**config.mk**
```make
export PLATFORM = sky130hd
export DESIGN_NAME = br_svc_mc_ni
export DESIGN_NICKNAME = d
export VERILOG_FILES = /design/src/rtl/br_svc_mc_ni.sv
export SDC_FILE = /design/constraint.sdc
export NUM_CORES = 1
export LEC_CHECK = 0
export ABC_AREA = 1
export CAP_MARGIN = 20
export CORE_MARGIN = 1.5
export CORE_UTILIZATION = 62
export DETAILED_ROUTE_END_ITERATION = 8
export PLACE_DENSITY = 0.82
export SKIP_CTS_REPAIR_TIMING = 1
export SYNTH_ARGS = -nofsm -noshare
export SYNTH_HDL_FRONTEND = slang
export SYNTH_SLANG_ARGS = --single-unit
```
**constraint.sdc**
```tcl
create_clock -name clk_i -period 7.7 [get_ports clk_i]
set_input_delay 1.54 -clock clk_i [delete_from_list [all_inputs] [get_ports clk_i]]
set_output_delay 1.54 -clock clk_i [all_outputs]
set_load 0.01 [all_outputs]
```
**src/rtl/br_svc_mc_ni.sv**
```systemverilog
// br_svc_mc_ni: multi-channel BrLite service NI with per-channel TX/RX FIFOs, a CPU
// register window and a round-robin TX arbiter. Optional macro: BR_RX_TIMESTAMP_EN.
module br_svc_mc_ni #(
    parameter int N_CH     = 2,
    parameter int TX_DEPTH = 4,
    parameter int RX_DEPTH = 4,
    parameter int ADDR_W   = $clog2(N_CH) + 3,
    localparam int CH_W    = (N_CH > 1) ? $clog2(N_CH) : 1
) (
    input  logic                clk_i,
    input  logic                rst_i,
    input  logic                cfg_en_i,
    input  logic [3:0]          cfg_we_i,
    input  logic [ADDR_W-1:0]   cfg_addr_i,
    input  logic [31:0]         cfg_data_i,
    output logic [31:0]         cfg_data_o,
    output logic                irq_o,
    input  logic [N_CH-1:0]     br_rx_i,
    output logic [N_CH-1:0]     br_ack_o,
    input  logic [4*N_CH-1:0]   br_ksvc_i,
    input  logic [32*N_CH-1:0]  br_data_i,
    input  logic                br_local_busy_i,
    output logic                br_req_o,
    input  logic                br_ack_i,
    output logic [3:0]          br_ksvc_o,
    output logic [15:0]         br_payload_o,
    output logic [CH_W-1:0]     br_chan_o,
    input  logic [31:0]         timestamp_i
);
    localparam int TXP_W = $clog2(TX_DEPTH);
    localparam int TXC_W = TXP_W + 1;
    localparam int RXP_W = $clog2(RX_DEPTH);
    localparam int RXC_W = RXP_W + 1;

    typedef enum logic {S_IDLE, S_REQ} state_t;
    state_t r_state, w_state_nxt;

    logic [19:0]      r_tx_mem [N_CH][TX_DEPTH];
    logic [TXP_W-1:0] r_tx_wp [N_CH];
    logic [TXP_W-1:0] r_tx_rp [N_CH];
    logic [TXC_W-1:0] r_tx_cnt [N_CH];
    logic [15:0]      r_tx_stage [N_CH];
    logic [35:0]      r_rx_mem [N_CH][RX_DEPTH];
`ifdef BR_RX_TIMESTAMP_EN
    logic [31:0]      r_rx_ts [N_CH][RX_DEPTH];
`endif
    logic [RXP_W-1:0] r_rx_wp [N_CH];
    logic [RXP_W-1:0] r_rx_rp [N_CH];
    logic [RXC_W-1:0] r_rx_cnt [N_CH];
    logic [2:0]       r_irq_en [N_CH];
    logic [N_CH-1:0]  r_tx_done, r_tx_ovf, r_br_ack;

    logic             r_br_req;
    logic [3:0]       r_br_ksvc;
    logic [15:0]      r_br_payload;
    logic [CH_W-1:0]  r_br_chan, r_ptr;
    logic [31:0]      r_cfg_data, w_rd_data;

    logic [ADDR_W-1:0] w_ch_sel;
    logic [2:0]        w_reg;
    logic              w_map, w_wr, w_rd_any, w_rd;
    logic [N_CH-1:0]   w_sel, w_tx_full, w_tx_empty, w_rx_full, w_rx_empty;
    logic [N_CH-1:0]   w_tx_push_req, w_tx_push, w_tx_pop, w_rx_push, w_rx_pop;
    logic [N_CH-1:0]   w_w1c_done, w_w1c_ovf, w_irq;
    logic              w_gnt_vld, w_grant;
    logic [CH_W-1:0]   w_gnt_ch;
    logic              w_unused;

    function automatic logic [CH_W-1:0] f_rr(input logic [CH_W-1:0] base, input int off);
        return CH_W'((int'(base) + off) % N_CH);
    endfunction

    assign w_ch_sel = cfg_addr_i >> 3;
    assign w_reg    = cfg_addr_i[2:0];
    assign w_map    = (w_ch_sel < ADDR_W'(N_CH));
    assign w_wr     = cfg_en_i && (cfg_we_i != 4'b0000) && w_map;
    assign w_rd_any = cfg_en_i && (cfg_we_i == 4'b0000);
    assign w_rd     = w_rd_any && w_map;

    // A pop in the same cycle frees a slot, so both FIFOs accept a push when full.
    always_comb begin
        for (int c = 0; c < N_CH; c++) begin
            w_sel[c]         = w_map && (w_ch_sel == ADDR_W'(c));
            w_tx_full[c]     = (r_tx_cnt[c] == TXC_W'(TX_DEPTH));
            w_tx_empty[c]    = (r_tx_cnt[c] == '0);
            w_rx_full[c]     = (r_rx_cnt[c] == RXC_W'(RX_DEPTH));
            w_rx_empty[c]    = (r_rx_cnt[c] == '0);
            w_tx_pop[c]      = (r_state == S_REQ) && br_ack_i && (r_br_chan == CH_W'(c));
            w_tx_push_req[c] = w_wr && w_sel[c] && (w_reg == 3'd4) && cfg_we_i[0];
            w_tx_push[c]     = w_tx_push_req[c] && (!w_tx_full[c] || w_tx_pop[c]);
            w_rx_pop[c]      = w_rd && w_sel[c] && (w_reg == 3'd6) && !w_rx_empty[c];
            w_rx_push[c]     = br_rx_i[c] && !r_br_ack[c] && (!w_rx_full[c] || w_rx_pop[c]);
            w_w1c_done[c]    = w_wr && w_sel[c] && (w_reg == 3'd2) && cfg_we_i[0] && cfg_data_i[1];
            w_w1c_ovf[c]     = w_wr && w_sel[c] && (w_reg == 3'd2) && cfg_we_i[0] && cfg_data_i[2];
            w_irq[c]         = |({r_tx_ovf[c], r_tx_done[c], !w_rx_empty[c]} & r_irq_en[c]);
        end
    end

    // r_ptr holds the highest-priority channel: one past the last one granted.
    always_comb begin
        w_gnt_vld   = 1'b0;
        w_gnt_ch    = '0;
        w_grant     = 1'b0;
        w_state_nxt = r_state;
        for (int i = 0; i < N_CH; i++) begin
            if (!w_gnt_vld && !w_tx_empty[f_rr(r_ptr, i)]) begin
                w_gnt_vld = 1'b1;
                w_gnt_ch  = f_rr(r_ptr, i);
            end
        end
        case (r_state)
            S_IDLE: begin
                if (w_gnt_vld && !br_local_busy_i) begin
                    w_grant     = 1'b1;
                    w_state_nxt = S_REQ;
                end
            end
            S_REQ: begin
                if (br_ack_i) w_state_nxt = S_IDLE;
            end
            default: w_state_nxt = S_IDLE;
        endcase
    end

    always_ff @(posedge clk_i or posedge rst_i) begin
        if (rst_i) r_state <= S_IDLE;
        else       r_state <= w_state_nxt;
    end

    always_ff @(posedge clk_i or posedge rst_i) begin
        if (rst_i) begin
            r_br_req     <= 1'b0;
            r_br_ksvc    <= '0;
            r_br_payload <= '0;
            r_br_chan    <= '0;
            r_ptr        <= '0;
        end else if (w_grant) begin
            r_br_req                   <= 1'b1;
            {r_br_ksvc, r_br_payload}  <= r_tx_mem[w_gnt_ch][r_tx_rp[w_gnt_ch]];
            r_br_chan                  <= w_gnt_ch;
            r_ptr                      <= f_rr(w_gnt_ch, 1);
        end else if ((r_state == S_REQ) && br_ack_i) begin
            r_br_req <= 1'b0;
        end
    end

    always_ff @(posedge clk_i or posedge rst_i) begin
        if (rst_i) begin
            for (int c = 0; c < N_CH; c++) begin
                r_tx_wp[c]  <= '0;
                r_tx_rp[c]  <= '0;
                r_tx_cnt[c] <= '0;
                r_rx_wp[c]  <= '0;
                r_rx_rp[c]  <= '0;
                r_rx_cnt[c] <= '0;
                r_irq_en[c] <= '0;
            end
            r_tx_done <= '0;
            r_tx_ovf  <= '0;
            r_br_ack  <= '0;
        end else begin
            r_br_ack <= w_rx_push;
            for (int c = 0; c < N_CH; c++) begin
                if (w_tx_push[c]) r_tx_wp[c] <= r_tx_wp[c] + TXP_W'(1);
                if (w_tx_pop[c])  r_tx_rp[c] <= r_tx_rp[c] + TXP_W'(1);
                r_tx_cnt[c] <= r_tx_cnt[c] + TXC_W'(w_tx_push[c]) - TXC_W'(w_tx_pop[c]);
                if (w_rx_push[c]) r_rx_wp[c] <= r_rx_wp[c] + RXP_W'(1);
                if (w_rx_pop[c])  r_rx_rp[c] <= r_rx_rp[c] + RXP_W'(1);
                r_rx_cnt[c] <= r_rx_cnt[c] + RXC_W'(w_rx_push[c]) - RXC_W'(w_rx_pop[c]);
                if (w_wr && w_sel[c] && (w_reg == 3'd1) && cfg_we_i[0])
                    r_irq_en[c] <= cfg_data_i[2:0];
                // Set has priority over a same-cycle W1C.
                r_tx_done[c] <= w_tx_pop[c] | (r_tx_done[c] & ~w_w1c_done[c]);
                r_tx_ovf[c]  <= (w_tx_push_req[c] & ~w_tx_push[c]) | (r_tx_ovf[c] & ~w_w1c_ovf[c]);
            end
        end
    end

    always_ff @(posedge clk_i) begin
        for (int c = 0; c < N_CH; c++) begin
            if (w_tx_push[c]) r_tx_mem[c][r_tx_wp[c]] <= {cfg_data_i[3:0], r_tx_stage[c]};
            if (w_wr && w_sel[c] && (w_reg == 3'd3)) begin
                if (cfg_we_i[0]) r_tx_stage[c][7:0]  <= cfg_data_i[7:0];
                if (cfg_we_i[1]) r_tx_stage[c][15:8] <= cfg_data_i[15:8];
            end
            if (w_rx_push[c]) begin
                r_rx_mem[c][r_rx_wp[c]] <= {br_ksvc_i[4*c +: 4], br_data_i[32*c +: 32]};
`ifdef BR_RX_TIMESTAMP_EN
                r_rx_ts[c][r_rx_wp[c]]  <= timestamp_i;
`endif
            end
        end
    end

    always_comb begin
        w_rd_data = '0;
        for (int c = 0; c < N_CH; c++) begin
            if (w_sel[c]) begin
                case (w_reg)
                    3'd0: begin
                        w_rd_data[7:4]  = 4'(r_tx_cnt[c]);
                        w_rd_data[11:8] = 4'(r_rx_cnt[c]);
                        w_rd_data[0]    = w_tx_full[c];
                        w_rd_data[1]    = w_rx_empty[c];
                        w_rd_data[2]    = br_local_busy_i;
                    end
                    3'd1: w_rd_data[2:0] = r_irq_en[c];
                    3'd2: w_rd_data[2:0] = {r_tx_ovf[c], r_tx_done[c], !w_rx_empty[c]};
                    3'd5: if (!w_rx_empty[c]) w_rd_data[3:0] = r_rx_mem[c][r_rx_rp[c]][35:32];
                    3'd6: if (!w_rx_empty[c]) w_rd_data = r_rx_mem[c][r_rx_rp[c]][31:0];
`ifdef BR_RX_TIMESTAMP_EN
                    3'd7: if (!w_rx_empty[c]) w_rd_data = r_rx_ts[c][r_rx_rp[c]];
`endif
                    default: w_rd_data = '0;
                endcase
            end
        end
    end

    always_ff @(posedge clk_i or posedge rst_i) begin
        if (rst_i)         r_cfg_data <= '0;
        else if (w_rd_any) r_cfg_data <= w_rd_data;
    end

`ifdef BR_RX_TIMESTAMP_EN
    assign w_unused = ^cfg_data_i[31:16];
`else
    assign w_unused = ^{cfg_data_i[31:16], timestamp_i};
`endif

    assign cfg_data_o   = r_cfg_data;
    assign irq_o        = |w_irq;
    assign br_ack_o     = r_br_ack;
    assign br_req_o     = r_br_req;
    assign br_ksvc_o    = r_br_ksvc;
    assign br_payload_o = r_br_payload;
    assign br_chan_o    = r_br_chan;
endmodule

```
==> results by group <==
Yosys
  • Cells after synthesis: 2041
  • Synth top cells by count: 624 x nand2_1, 480 x edfxtp_1, 171 x nand3_1
  • Combinational family with the most area after synthesis: simple AND/OR/NAND/NOR gates
  • Multiplexer share of the synthesized area: 0%
  • Mapped cell area: around 0.024 sq mm
  • Syn nets: 2218
  • Yosys cell types: 39
  • Number of synthesized register bits: 576
  • Post-Synth Adder-Cell Area: 1.51%
  • Async set-reset flop share out of synthesis: roughly 17%
  • Synth warn: 0
  • EDFF count, synth: 480
  • Top-count cell post-synth: nand2_1
  • Syn_area_per_cell: ~12 sq um
  • Dominant synthesized flop cell: edfxtp_1
  • Yosys top cell area share: about three fifths
  • Synth Area in Simple Gates: between 15 and 20%
  • Largest area contributor in the netlist: edfxtp_1
  • XOR/XNOR share of the synthesized area: 0.706%
  • Sequential area share after synthesis: 71.4%
  • Synth top area cells: edfxtp_1 61%, dfrtp_1 10%, nand2_1 9.9%
  • Synth Area in Compound Gates: 5.68%

Layout
  • Share of cells above drive strength 1: approximately 6.5%
  • Fin cells: 2744
  • Area grow syn2layout: 15.5%
  • Finished Core Util: 72.4%
  • Final nets: about 2400

Worst setup path
  • CP Buf/Inv Count: 4
  • CP max FO: 29
  • CP startpoint kind: input port
  • CP cell instances: clkdlybuf4s50_1, inv_2, nand4_1, inv_1, nand2_2, o21ai_1, nand2_2, ha_1, inv_1, ha_1, fa_1, xor2_1
  • Critical Path RT: 8.16 ns
  • Largest stage delay, worst path: 0.90 ns
  • CP arrival: 5.46 ns
  • Slowest cell on the critical path: inv_1
  • Critical path class: input port to register
  • Crit end category: register
  • CP top delay family: buffers and inverters

Detailed routing
  • DRC violations left: 0
  • WL final: 54.7 mm
  • Drt first pass iters: 6
  • DR iter-0 viols: 1327
  • Routed wire per std cell: approximately 20 um
  • Vias per std cell: ~5.8
  • WL met2: between 20 and 30 mm
  • Met3 WL post-DR: 5.12 mm
  • Routed Antenna Nets: 0
  • Met1 WL: 20.0 mm
  • Via count: roughly 16000
  • Top layer in use: met4

Global route
  • GRT Total Usage: 28.4%
  • Grt ovf: 0
  • Vias in the first global route: 15500
  • Initial antenna violation count: 2
  • First-pass GRT wire length: 83.4 mm
  • Largest net degree at the start of global routing: 86

STA
  • Setup TNS: 0 ns
  • Post-layout min period: 5.00 ns
  • Min setup slack post-route: 2.70 ns
  • Clk_skew: 0.0225 ns
  • Endpoints failing setup: 0
  • Hold slack: about 0.48 ns
  • Rel. slew slack: roughly a quarter
  • Fin. Hold Viols: 0
  • Max Fclk: 200 MHz
  • RSZ-0062 raised after global routing: no
  • Worst slew pin tran: 1.10 ns
  • Period utilization: between 60% and 70%
  • Slew Viols, Final: 0

Placed design
  • IO Port Bufs: about 160
  • Final GP Congestion: 0.925
  • DP HPWL: 32.8 mm
  • Worst slack at placement: ~2.2 ns
  • Placed Cells: 2640

Die
  • Core Footprint: 0.0376 sq mm
  • Initial core utilization: 62.7%
  • # rows: between 70 and 80
  • Die area: 0.0392 sq mm
  • IO Count: 208
  • Die Span Y: 198 um
  • Die width: slightly below 200 um

Pwr
  • Power Density: 328 mW/mm^2
  • Pleak: 10.5 nW
  • Worst vdd ir: 228 uV

CTS
  • CTS Buf Count: 54
  • Clock root cell: clkbuf_16
  • CTS HTree Levels: 2
  • Skew-Pair Late Insertion Delay: 0.60 ns
  • Clock Sinks: approximately 580
  • CTS tree: yes
  • CTS Buffer Depth: 3
  • Clock transition at path regs: about 0.060 ns

Outcome
  • Status: finished, final reports clean

Flow run
  • Max-cap violation count: 0

Min path
  • Hold Path Class: register to register
[sequential cells by signal, indices dropped and copies added (netlist names), 6 cells and up]
name and flops:
r_tx_cnt 6, r_tx_mem 160, r_irq_en 6, br_payload_o 16
r_tx_stage 32, r_rx_mem 288, r_rx_cnt 6, cfg_data_o 32
[placed cells by master, fill, tap and decap left out, types with 20 or more instances in the layout]
master / instances
dfrtp_1: 94
nand2_1: 624
buf_4: 30
nand3_1: 171
o22ai_1: 31
clkdlybuf4s50_1: 159
clkbuf_1: 20
nor2_1: 145
ha_1: 22
clkbuf_16: 55
inv_1: 87
o21ai_0: 148
a21oi_1: 38
edfxtp_1: 480
[worst paths after layout]
check	startpoint	end	slack, ns	cells after the start
max	cfg_we_i[0]	r_rx_cnt[5]$_DFF_PP0_	2.70	12
min	br_payload_o[1]$_DFFE_PP0P_	br_payload_o[1]$_DFFE_PP0P_	0.48	2
max reg2reg	r_tx_cnt[2]$_DFF_PP0_	br_ksvc_o[2]$_DFFE_PP0P_	4.17	12
min reg2reg	br_payload_o[1]$_DFFE_PP0P_	br_payload_o[1]$_DFFE_PP0P_	0.48	2
max in group asynchronous	rst_i	r_rx_rp[2]$_DFFE_PP0P_	5.05	3
min in group asynchronous	rst_i	br_payload_o[15]$_DFFE_PP0P_	1.33	2
[power breakdown]
part	leakage (nW)	switching (mW)	internal, mW
Sequential	5.51	0.200	3.82
Clock	0.818	1.09	1.42
Combinational	4.20	1.61	0.790
Total	10.5	2.90	6.03
[worst reg2reg max path: cells and delay by family, from the launching register on]
family	cells	cell delay (ns)
flip-flops	1	0.41
AND/OR/NAND/NOR	10	2.22
buffers and inverters	2	0.77
[area by class of cell]
cell class | count | area, sq um
Antenna cell | 3 | 7.51
Clock buffer | 83 | 1560
Clock inverter | 18 | 111
Fill cell | 2412 | 10400
Inverter | 98 | 370
Multi-Input combinational cell | 1266 | 5880
Sequential cell | 576 | 16800
Tap cell | 511 | 639
Timing Repair Buffer | 189 | 1820
[metal layers]
metal,vias up,global-route usage [%]
li1,7278,-
met1,7576,34.6
met2,773,47.2
met3,155,6.47
met4,0,15.8
met5,-,0
[metrics by stage]
step | cell area [sq um] | total power [mW]
after floorplan | 23600 | 5.72
after global placement | 25500 | 6.33
after detailed placement | 25500 | 6.44
after CTS | 27200 | 8.96
after global routing | 27200 | 9.39
final | 27200 | 8.94
[cell families (layout without fill, tap and decap cells)]
group                      count (synthesis)  after routing
xor gates and xnor gates                  19             19
AOI/OAI and AO/OA                        244            244
adders and majority gates                 26             26
buffers and inverters                    199            388
DFF                                      576            576
and+or+nand+nor                          977            977
other                                      0              3
No activity file was read; power rests on OpenSTA's default activity.
